$ cat config.mk
export PLATFORM = sky130hd
export DESIGN_NAME = quad_knob
export DESIGN_NICKNAME = d
export VERILOG_FILES = /design/src/rtl/quad_knob.sv
export SDC_FILE = /design/constraint.sdc
export NUM_CORES = 1
export LEC_CHECK = 0
export ABC_AREA = 0
export CAP_MARGIN = 0
export CELL_PAD_IN_SITES_DETAIL_PLACEMENT = 2
export CELL_PAD_IN_SITES_GLOBAL_PLACEMENT = 2
export CORE_MARGIN = 8
export CORE_UTILIZATION = 26
export DETAILED_ROUTE_END_ITERATION = 8
export GPL_TIMING_DRIVEN = 0
export PLACE_DENSITY_LB_ADDON = 0.25
export SETUP_SLACK_MARGIN = 0.4
export SYNTH_ARGS = -nofsm -noshare
export SYNTH_HDL_FRONTEND = slang
export SYNTH_SLANG_ARGS = --single-unit
$ cat constraint.sdc
create_clock -name clk -period 1.2 [get_ports clk]
set_input_delay 0.24 -clock clk [delete_from_list [all_inputs] [get_ports clk]]
set_output_delay 0.24 -clock clk [all_outputs]
set_load 0.005 [all_outputs]
$ cat src/rtl/quad_knob.sv
// rtl/quad_knob.sv - one rotary-encoder channel: sync, debounce, quadrature decode, level register.
// Optional QUAD_KNOB_WRAP_EN: level wraps modulo 2^WIDTH instead of saturating.
module quad_knob #(
  parameter int WIDTH       = 8,
  parameter int DB_LEN      = 8,
  parameter int RESET_VALUE = 0
) (
  input  logic             clk,
  input  logic             reset,
  input  logic             a,
  input  logic             b,
  output logic [WIDTH-1:0] value,
  output logic             changed,
  output logic             dir,
  output logic             err
);

  typedef enum logic [1:0] {
    S00 = 2'b00,
    S01 = 2'b01,
    S10 = 2'b10,
    S11 = 2'b11
  } quad_t;

  localparam logic signed [3:0] ACC_MAX = 4'sd4;
  localparam logic signed [3:0] ACC_MIN = -4'sd4;
  localparam logic [WIDTH-1:0]  MAX_VAL = '1;
  localparam logic [WIDTH-1:0]  ONE     = WIDTH'(1);
  localparam logic [WIDTH-1:0]  RST_VAL = WIDTH'(RESET_VALUE);

  // Reset asserts asynchronously but is released only on a clock edge.
  logic [1:0] rst_sync;
  logic       rst_n;

  always_ff @(posedge clk or negedge reset) begin
    if (!reset) rst_sync <= 2'b00;
    else        rst_sync <= {rst_sync[0], 1'b1};
  end

  assign rst_n = rst_sync[1];

  logic [1:0]        a_sync, b_sync;
  logic [DB_LEN-1:0] a_hist, b_hist;
  logic              a_db, b_db;

  always_ff @(posedge clk or negedge rst_n) begin
    if (!rst_n) begin
      a_sync <= '0;
      b_sync <= '0;
      a_hist <= '0;
      b_hist <= '0;
      a_db   <= 1'b0;
      b_db   <= 1'b0;
    end else begin
      a_sync <= {a_sync[0], a};
      b_sync <= {b_sync[0], b};
      a_hist <= {a_hist[DB_LEN-2:0], a_sync[1]};
      b_hist <= {b_hist[DB_LEN-2:0], b_sync[1]};
      if (&a_hist)       a_db <= 1'b1;
      else if (~|a_hist) a_db <= 1'b0;
      if (&b_hist)       b_db <= 1'b1;
      else if (~|b_hist) b_db <= 1'b0;
    end
  end

  quad_t                cur, prev;
  logic signed [3:0]    acc, acc_sum, acc_next, step;
  logic                 illegal, commit, up_hit, dn_hit;
  logic [WIDTH-1:0]     value_next;
  logic                 changed_next, dir_next;

  assign cur = quad_t'({a_db, b_db});

  always_ff @(posedge clk or negedge rst_n) begin
    if (!rst_n) begin
      prev    <= S00;
      acc     <= '0;
      value   <= RST_VAL;
      changed <= 1'b0;
      dir     <= 1'b0;
      err     <= 1'b0;
    end else begin
      prev    <= cur;
      acc     <= commit ? 4'sd0 : acc_next;
      value   <= value_next;
      changed <= changed_next;
      dir     <= dir_next;
      err     <= illegal;
    end
  end

  // Forward order is 00 -> 10 -> 11 -> 01 -> 00.
  always_comb begin
    step    = 4'sd0;
    illegal = ((prev ^ cur) == 2'b11);
    case (prev)
      S00: if (cur == S10) step = 4'sd1; else if (cur == S01) step = -4'sd1;
      S10: if (cur == S11) step = 4'sd1; else if (cur == S00) step = -4'sd1;
      S11: if (cur == S01) step = 4'sd1; else if (cur == S10) step = -4'sd1;
      S01: if (cur == S00) step = 4'sd1; else if (cur == S11) step = -4'sd1;
      default: step = 4'sd0;
    endcase
    acc_sum = acc + step;
    if (acc_sum > ACC_MAX)      acc_next = ACC_MAX;
    else if (acc_sum < ACC_MIN) acc_next = ACC_MIN;
    else                        acc_next = acc_sum;
    commit = (cur == S00) && (prev != S00);
    up_hit = commit && (acc_next == ACC_MAX);
    dn_hit = commit && (acc_next == ACC_MIN);
  end

  always_comb begin
    value_next   = value;
    changed_next = 1'b0;
    dir_next     = dir;
    if (up_hit) begin
      dir_next = 1'b1;
`ifdef QUAD_KNOB_WRAP_EN
      value_next   = value + ONE;
      changed_next = 1'b1;
`else
      if (value != MAX_VAL) begin
        value_next   = value + ONE;
        changed_next = 1'b1;
      end
`endif
    end else if (dn_hit) begin
      dir_next = 1'b0;
`ifdef QUAD_KNOB_WRAP_EN
      value_next   = value - ONE;
      changed_next = 1'b1;
`else
      if (value != '0) begin
        value_next   = value - ONE;
        changed_next = 1'b1;
      end
`endif
    end
  end

endmodule
# Word level (Yosys, flattened, before mapping)
# Cells that the tools add are included.
# word_totals
register_bits	41
latchBits	0
ramBits	0
romBits	0
out_inout_bits	11
memories	0
# classes
n_addsub	3
multipliers	0
n_div	0
order_cmp	2
eq_ne	13
shift	0
mux	26
bitwise_logic	1
n_reduce_logical	14
# op_table
op	count
2-to-1 mux 4 bit	11
2-to-1 mux 8 bit	4
one-hot mux 4 bit (4 select lines)	1
AND reduction 8 bit	2
OR reduction 8 bit	2
equality test 2 bit, second input constant	5
2-to-1 mux 1 bit	10
adder 8 x 1 -> 8 bit, second input constant	1
!= test 8 bit, second input constant	1
nonzero test 8 bit	1
subtractor 8 x 1 -> 8 bit, second input constant	1
nonzero test 2 bit	3
adder 4 bit	1
equality test 2 x 1 -> 1 bit, second input constant	2
equality test 4 x 3 -> 1 bit, second input constant	1
equality test 4 bit, second input constant	1
> comparator 4 bit, second input constant	1
zero test 2 bit	2
< comparator 4 x 3 -> 1 bit, second input constant	1
!= test 2 bit, second input constant	2
logical AND 1 bit	3
AND reduction 3 bit	1
!= test 2 x 1 -> 1 bit, second input constant	1
bitwise XOR 2 bit	1

# Longest topological paths before layout
# Gate-level depths: netlist of run 1.
# logic_depth
ltp_word	12
depth_mapped	19
ltp_nobuf	19

# Least setup slack after synthesis of run 1
# OpenSTA, ideal clock, no wires.
# synth_timing
path_kind	register to register
startpoint	register a_db
endpoint	register value[6]
setup_ps	125
arrival_time_ps	4284
required_time_ps	1075
slack_ps	-3209
stages_incl_launch_ff	19
n_path_buf	0
period_less_slack_ps	4409
cell_sequence	dfrtp_1 -> inv_1 -> ha_1 -> mux4_2 -> ha_1 -> a21oi_1 -> nand2_1 -> xnor3_2 -> mux2i_2 -> xnor2_2 -> a21boi_0 -> nand2_1 -> fa_1 -> a21o_1 -> a21o_1 -> a21o_1 -> a21oi_1 -> xnor2_1 -> mux2_4
# synth_via
elab_chain_len	12
word_cells_on_any_way	28
# synth_rtl
item	line	text
start, declared	44	logic a_db, b_db;
start signal, assigned	52	a_db <= 1'b0;
start signal, assigned	59	if (&a_hist) a_db <= 1'b1;
start signal, assigned	60	else if (~|a_hist) a_db <= 1'b0;
equality test 2 bit (tied with other cells)	98, 100	
2-to-1 mux 4 bit, on equally long branches (2 in series)	-	
one-hot mux 4 bit (4 select lines)	96	case (prev)
adder 4 bit	103	acc_sum = acc + step;
< comparator 4 x 3 -> 1 bit	105	else if (acc_sum < ACC_MIN) acc_next = ACC_MIN;
2-to-1 mux 4 bit	105	
2-to-1 mux 4 bit	104	if (acc_sum > ACC_MAX) acc_next = ACC_MAX;
equality test 4 bit or equality test 4 x 3 -> 1 bit (tied branches)	108, 109	
logical AND 1 bit, on equally long branches	108, 109	
!= test 2 x 1 -> 1 bit (no source line) or nonzero test 2 bit (tied branches)	-	
AND reduction 3 bit (no source line)	-	
end signal, assigned	85	value <= value_next;
end, declared	12	output logic [WIDTH-1:0] value,
# Parallel ways exist; a longest one is shown, timed or not.
# A chain may end at the register's enable or synchronous reset.

# Worst setup path in the final report of run 1
# layout_timing
startpoint	register a_db
endpoint	register value[7]
# Same word-level chain as after synthesis.

==> impl_metrics.json, run 1 <==
{
  "cpPeakStageDelay_ns": 0.57,
  "critPathKind": "flop to flop",
  "first_iter_violations": 13,
  "dieArea_um2": 10200,
  "cts_root_buffer": "clkbuf_8",
  "portBuffers": 14,
  "syn_avg_cell_area_um2": 13.2,
  "violations": "setup timing",
  "postLayoutSetupSlackWorst_ns": -3.05,
  "ys_seq_area_share_pct": 54.6,
  "drive_gt1_share_pct": 54.0,
  "hold_slack_ns": 0.0992,
  "maxCapViolCount": 0,
  "place.gp.congestion": 0.731,
  "maxSlewViolCount": 0,
  "finalCritPeriodShare_pct": 354,
  "cts_hold_buffers": 0,
  "die_y_um": 101,
  "rsz0062_at_grt": "yes",
  "finalSetupViolCount": 22,
  "path_cells": "inv_4 > ha_2 > mux4_2 > ha_4 > nand3_2 > nand2_2 > xnor3_2 > mux2i_2 > xnor2_2 > a21boi_2 > nand2_4 > buf_4 > ha_1 > a211oi_2 > o21ai_1 > o211ai_1 > mux2i_1 > a21oi_1 > xor2_1",
  "cts_tree": "yes",
  "rows": 31,
  "r2r-start": "a_db$_DFFE_PN0P_",
  "final_cell_mix": "32 x dfrtp_1, 23 x buf_4, 22 x buf_6",
  "ys_ff_latch": 41,
  "slew_headroom_pct": 58.1,
  "startpoint": "a_db$_DFFE_PN0P_",
  "placed_cells": 255,
  "pre_cts_ws_ns": -3.40,
  "die_w_um": 101,
  "finalCoreUtilization_pct": 39.6,
  "nFillCells": 747,
  "fmax_mhz": 235,
  "clockBufferDepth": 2,
  "grt_max_degree": 40,
  "vias": 1332,
  "area_growth_syn_to_layout_pct": 50.4,
  "hold_viol_final": 0,
  "grt_pass1_wl_mm": 8.12,
  "pwr_density_cell_nw_per_um2": 1930,
  "core_area_um2": 7140,
  "finalPower_mw": 5.44,
  "overflow": 0,
  "cts_buffers": 5,
  "clk_pin_slew_ns": 0.09,
  "cp_max_fo": 6,
  "initial_utilization_pct": 26.3,
  "post_drt_via_cell_ratio": 4.43,
  "wl_mm": 4.88,
  "synth_cell_types": 34,
  "drtAntennaViolNets": 0,
  "arrival_ns": 4.43,
  "syn_nets": 162,
  "grt_pass1_vias": 1590,
  "antenna_found_initial": 0,
  "power_leakage_nw": 1.25,
  "status": "finished, violations left",
  "dp.final_hpwl_mm": 2.92,
  "crit_path_end_kind": "flop",
  "routedWlPerCell_um": 16.2,
  "clkLatencyLatePin_ns": 0.30,
  "clock_sinks": 41,
  "dr.pass1.iters": 3,
  "finalNetCount": 221,
  "fin_cells": 301,
  "hp-class": "input pin to asynchronous set/reset pin",
  "worst_ir_drop_vdd_uv": 888,
  "clock_skew_ns": 0.00492,
  "drc": 0,
  "cp_slowest_cell": "mux4_2",
  "worstPathRequired_ns": 1.39,
  "syn_inst": 142,
  "final_common_cell": "dfrtp_1",
  "h-tree-depth": 2,
  "fin_crit_ns": 4.25,
  "io_pins": 15,
  "worstMarginPinSlew_ns": 0.622,
  "ys_warn_count": 0,
  "track_usage_pct": 10.3,
  "netlist_area_um2": 1880,
  "start_kind": "flop",
  "n_antenna_cell": 0
}
area by class of cell:
cell class                      instances  area, um2  share of cell area, %
Sequential cell                        41       1040                   36.8
Clock inverter                          3       22.5                  0.797
Tap cell                               99        124                   4.38
Clock buffer                            5       68.8                   2.43
Inverter                                8       35.0                   1.24
Multi-Input combinational cell         93       1040                   36.9
Timing Repair Buffer                   52        493                   17.4
sequential cells by signal (all words and copies together), names as in the netlist:
name,flops
b_hist,8
a_sync,2
a_hist,8
acc,4
b_sync,2
value,8
err,1
rst_sync,2
b_db,1
prev,2
dir,1
changed,1
a_db,1
worst max-delay path: cells and delay by family, from the launching register on:
| family | cells | cell delay [ns] |
|---|---|---|
| multiplexers | 3 | 1.04 |
| adder cells (fa/ha/maj) | 3 | 0.73 |
| XOR/XNOR | 3 | 0.56 |
| AO/OA/AOI/OAI | 5 | 0.87 |
| AND/OR/NAND/NOR | 3 | 0.28 |
| flip-flops | 1 | 0.44 |
| buffers and inverters | 2 | 0.22 |
routing by layer:
layer	up-vias	share of wire (%)	track usage, %	routed length (um)
met5	-	0	0	0
met1	682	40	11.2	1940
li1	618	-	-	-
met4	0	2.4	4.47	116
met3	9	3.4	2.42	168
met2	23	54	18.6	2650
kinds of logic (layout without fill, tap and decap cells):
kind of cell	after synthesis	count (layout)	synth area share (%)
flip-flops	41	41	54.6
XOR/XNOR	14	14	7.72
buffers and inverters	8	68	1.60
other	1	1	0.200
multiplexers	9	9	6.99
AND/OR/NAND/NOR	28	28	7.79
AO/OA/AOI/OAI	25	25	9.65
adder cells (fa/ha/maj)	16	16	11.5
Yosys cell counts, drive strengths merged:
cell	n	area (um2)
xor2	4	35.0
xnor2	9	86.3
o21a	1	7.51
mux2i	3	33.8
a21boi	1	7.51
conb	1	3.75
nand2	6	22.5
nand3	3	15.0
o211a	1	10.0
ha	14	175
o2bb2ai	1	27.5
mux2	5	75.1
a21oi	5	25.0
mux4	1	22.5
and3	1	7.51
xnor3	1	23.8
o21bai	1	7.51
a21o	4	30.0
nand2b	1	6.26
o211ai	1	7.51
nand4	4	25.0
dfrtp	41	1030
nor2	5	18.8
nor3	1	5.00
or4	2	15.0
a2bb2oi	1	8.76
fa	2	40.0
nor4	4	25.0
a211oi	2	15.0
o21ai	7	35.0
inv	8	30.0
or3	1	6.26
what timing repair did:
item                                    in CTS  in global routing
gates resized for setup                     89                 17
pin swaps                                   14                  5
buffers inserted                            29                  9
endpoints found under the setup margin      67                 34
stage by stage:
stage | TNS [ns] | area (um2)
floorplan | -27.97 | 1930
global placement | -32.40 | 2190
detailed placement | -33.95 | 2190
CTS | -30.93 | 2660
global route | -34.08 | 2830
finish | -31.81 | 2830
path summary, 6_finish.rpt:
path,endpoint,cells past startpoint,slack [ns]
worst max-delay path,value[7]$_DFFE_PN0P_,19,-3.05
worst min-delay path,rst_sync[1]$_DFF_PN0_,1,0.1
worst max register to register,value[7]$_DFFE_PN0P_,19,-3.05
worst min register to register,value[2]$_DFFE_PN0P_,0,0.24
max in group asynchronous,b_hist[3]$_DFF_PN0_,1,0.56
min in group clk,a_hist[0]$_DFF_PN0_,0,0.36
power breakdown:
part	internal, mW	total [mW]	switching [mW]
Sequential	1.59	1.86	0.268
Clock	0.413	0.949	0.535
Combinational	1.62	2.63	1.02
Total	3.62	5.44	1.82
(Power assumes the default switching activity.)
==> run 2, diff against run 1 <==
--- a/config.mk
+++ b/config.mk
@@ -9,7 +9,7 @@
 export CAP_MARGIN = 0
 export CELL_PAD_IN_SITES_DETAIL_PLACEMENT = 2
 export CELL_PAD_IN_SITES_GLOBAL_PLACEMENT = 2
-export CORE_MARGIN = 8
+export CORE_MARGIN = 5
 export CORE_UTILIZATION = 26
 export DETAILED_ROUTE_END_ITERATION = 8
 export GPL_TIMING_DRIVEN = 0
==> run 2 against run 1 <==
The run still ends with setup timing left. Core utilization increased by 1.4 points. Final cell count up 0.66%. Global-route usage increased by 1.7 points. Setup slack better by 0.013 ns. Clock-buffer cell count up 1. Clock power rose by 18%. Sequential share of layout area is 1.3 points lower. Critical path depth down 1. Register-to-register slack hardly changed.
==> impl_metrics.json, run 2 (synthesis gave the netlist of run 1 again) <==
{
  "dp.final_hpwl_mm": 2.88,
  "grt_max_degree": 40,
  "clockBufferDepth": 2,
  "area_growth_syn_to_layout_pct": 55.6,
  "die_y_um": 95.0,
  "setup_tns_ns": -32.84,
  "grt_util_met1_pct": 14.6,
  "rsz0062_at_grt": "yes",
  "critPathKind": "flop to flop",
  "cts_tree": "yes",
  "finalPower_mw": 5.60,
  "cts_buffers": 5,
  "final_cell_mix": "33 x dfrtp_1, 26 x buf_6, 17 x buf_4",
  "pwr_density_cell_nw_per_um2": 1910,
  "fin_crit_ns": 4.24,
  "die_w_um": 95.0,
  "start_kind": "flop",
  "hold_slack_ns": 0.110,
  "arrival_ns": 4.41,
  "rows": 31,
  "cp_max_fo": 5,
  "dr.pass1.iters": 3,
  "path_cells": "inv_4 > ha_4 > mux4_2 > ha_4 > nand3_2 > nand2_2 > xnor3_2 > mux2i_2 > xnor2_2 > a21boi_2 > nand2_4 > fa_2 > a21o_1 > a21o_1 > a21o_1 > a21oi_2 > xnor2_1 > mux2_4",
  "wl_mm": 5.09,
  "crit_path_end_kind": "flop",
  "worstMarginPinSlew_ns": 1.03,
  "worstPathRequired_ns": 1.38,
  "n_antenna_cell": 0,
  "drc": 0,
  "track_usage_pct": 12.0,
  "h-tree-depth": 2,
  "drtAntennaViolNets": 0,
  "cpPeakStageDelay_ns": 0.58,
  "finalNetCount": 223,
  "nFillCells": 722,
  "clock_sinks": 41,
  "power_leakage_nw": 1.28,
  "clock_skew_ns": 0.00657,
  "antenna_found_initial": 0,
  "place.gp.congestion": 0.799,
  "final_common_cell": "dfrtp_1",
  "dieArea_um2": 9030,
  "gr-usage-met3_pct": 2.37,
  "finalCritPeriodShare_pct": 353,
  "status": "finished, violations left",
  "grt_pass1_wl_mm": 8.16,
  "io_pins": 15,
  "clkLatencyLatePin_ns": 0.29,
  "worst_ir_drop_vdd_uv": 1150,
  "first_iter_violations": 25,
  "clk_pin_slew_ns": 0.08,
  "drive_gt1_share_pct": 54.4,
  "finalSetupViolCount": 23,
  "crit_family": "multiplexers",
  "reg_top3": "a_hist x8, b_hist x8, value x8",
  "grt_busiest_layer": "met2",
  "postLayoutSetupSlackWorst_ns": -3.04,
  "cp.buffers_inverters": 1,
  "overflow": 0,
  "maxCapViolCount": 0,
  "portBuffers": 14,
  "crit_top_cell": "a21o_1",
  "hold_viol_final": 0,
  "hp-class": "input pin to asynchronous set/reset pin",
  "cp_slowest_cell": "mux4_2",
  "slew_headroom_pct": 30.8,
  "cts_root_buffer": "clkbuf_8",
  "maxSlewViolCount": 0,
  "cts_hold_buffers": 0,
  "grt_pass1_vias": 1536,
  "violations": "setup timing",
  "routedWlPerCell_um": 16.8,
  "post_drt_via_cell_ratio": 4.45,
  "initial_utilization_pct": 26.3,
  "use_met2_pct": 20.6,
  "vias": 1347,
  "core_area_um2": 7140,
  "finalCoreUtilization_pct": 41.0,
  "fmax_mhz": 236
}
[run 2: cell types whose count changed in the layout (fill, tap and decap cells not counted), sizes merged]
cell and delta:
bufinv +1, clkbuf +2, clkdlybuf4s50 +1, clkinv -2
[run 2: final timing paths]
check                                      start                    end  slack (ns)  depth (start not counted)
max reg2reg                     a_db$_DFFE_PN0P_   value[6]$_DFFE_PN0P_       -3.04                         18
min in group clk           rst_sync[0]$_DFF_PN0_  rst_sync[1]$_DFF_PN0_        0.36                          0
min reg2reg                rst_sync[1]$_DFF_PN0_       b_db$_DFFE_PN0P_        0.23                          0
min                                        reset  rst_sync[1]$_DFF_PN0_        0.11                          1
max                             a_db$_DFFE_PN0P_   value[6]$_DFFE_PN0P_       -3.04                         18
max in group asynchronous  rst_sync[1]$_DFF_PN0_    b_sync[0]$_DFF_PN0_        0.57                          1
[run 2: timing repair]
item	4_1_cts	5_1_grt
pin swaps	14	17
endpoints found under the setup margin	67	46
gates cloned	0	0
gates resized for setup	91	20
buffers inserted	31	9
[run 2: report_power, final]
| part | internal [mW] | switching (mW) | leakage [nW] |
|---|---|---|---|
| clock network | 0.625 | 0.493 | 0.0554 |
| registers | 1.59 | 0.282 | 0.476 |
| logic | 1.56 | 1.05 | 0.748 |
[run 2: cell type report]
type	instances	area, um2	area share, %
clock buffers	6	72.6	2.48
clock inverters	2	38.8	1.33
inverters	8	35.0	1.20
multi-input cells	93	1070	36.5
flip-flops and latches	41	1040	35.5
well taps	99	124	4.24
repair buffers	54	548	18.7
[run 2: stage by stage]
| stage | cells | area (um2) | setup WS (ns) |
|---|---|---|---|
| 4_1_cts | 294 | 2750 | -2.95 |
| 2_1_floorplan | 142 | 1930 | -2.87 |
| 3_3_place_gp | 255 | 2190 | -3.28 |
| 6_report | 303 | 2920 | -3.04 |
| 5_1_grt | 303 | 2920 | -3.20 |
| 3_5_place_dp | 255 | 2190 | -3.33 |
[run 2: per-layer routing]
metal | part of all wire (%) | vias to the layer above
li1 | - | 622
met1 | 41 | 697
met2 | 55 | 20
met3 | 2.0 | 8
met4 | 2.1 | 0
met5 | 0 | -
[run 2: worst reg2reg max path: cells and delay by family, from the launching register on]
| family | cells | cell delay [ns] |
|---|---|---|
| xor gates and xnor gates | 3 | 0.46 |
| and+or+nand+nor | 3 | 0.28 |
| muxes | 3 | 1.07 |
| AOI/OAI and AO/OA | 5 | 0.92 |
| DFF | 1 | 0.46 |
| adders and majority gates | 3 | 0.87 |
| buffers and inverters | 1 | 0.08 |
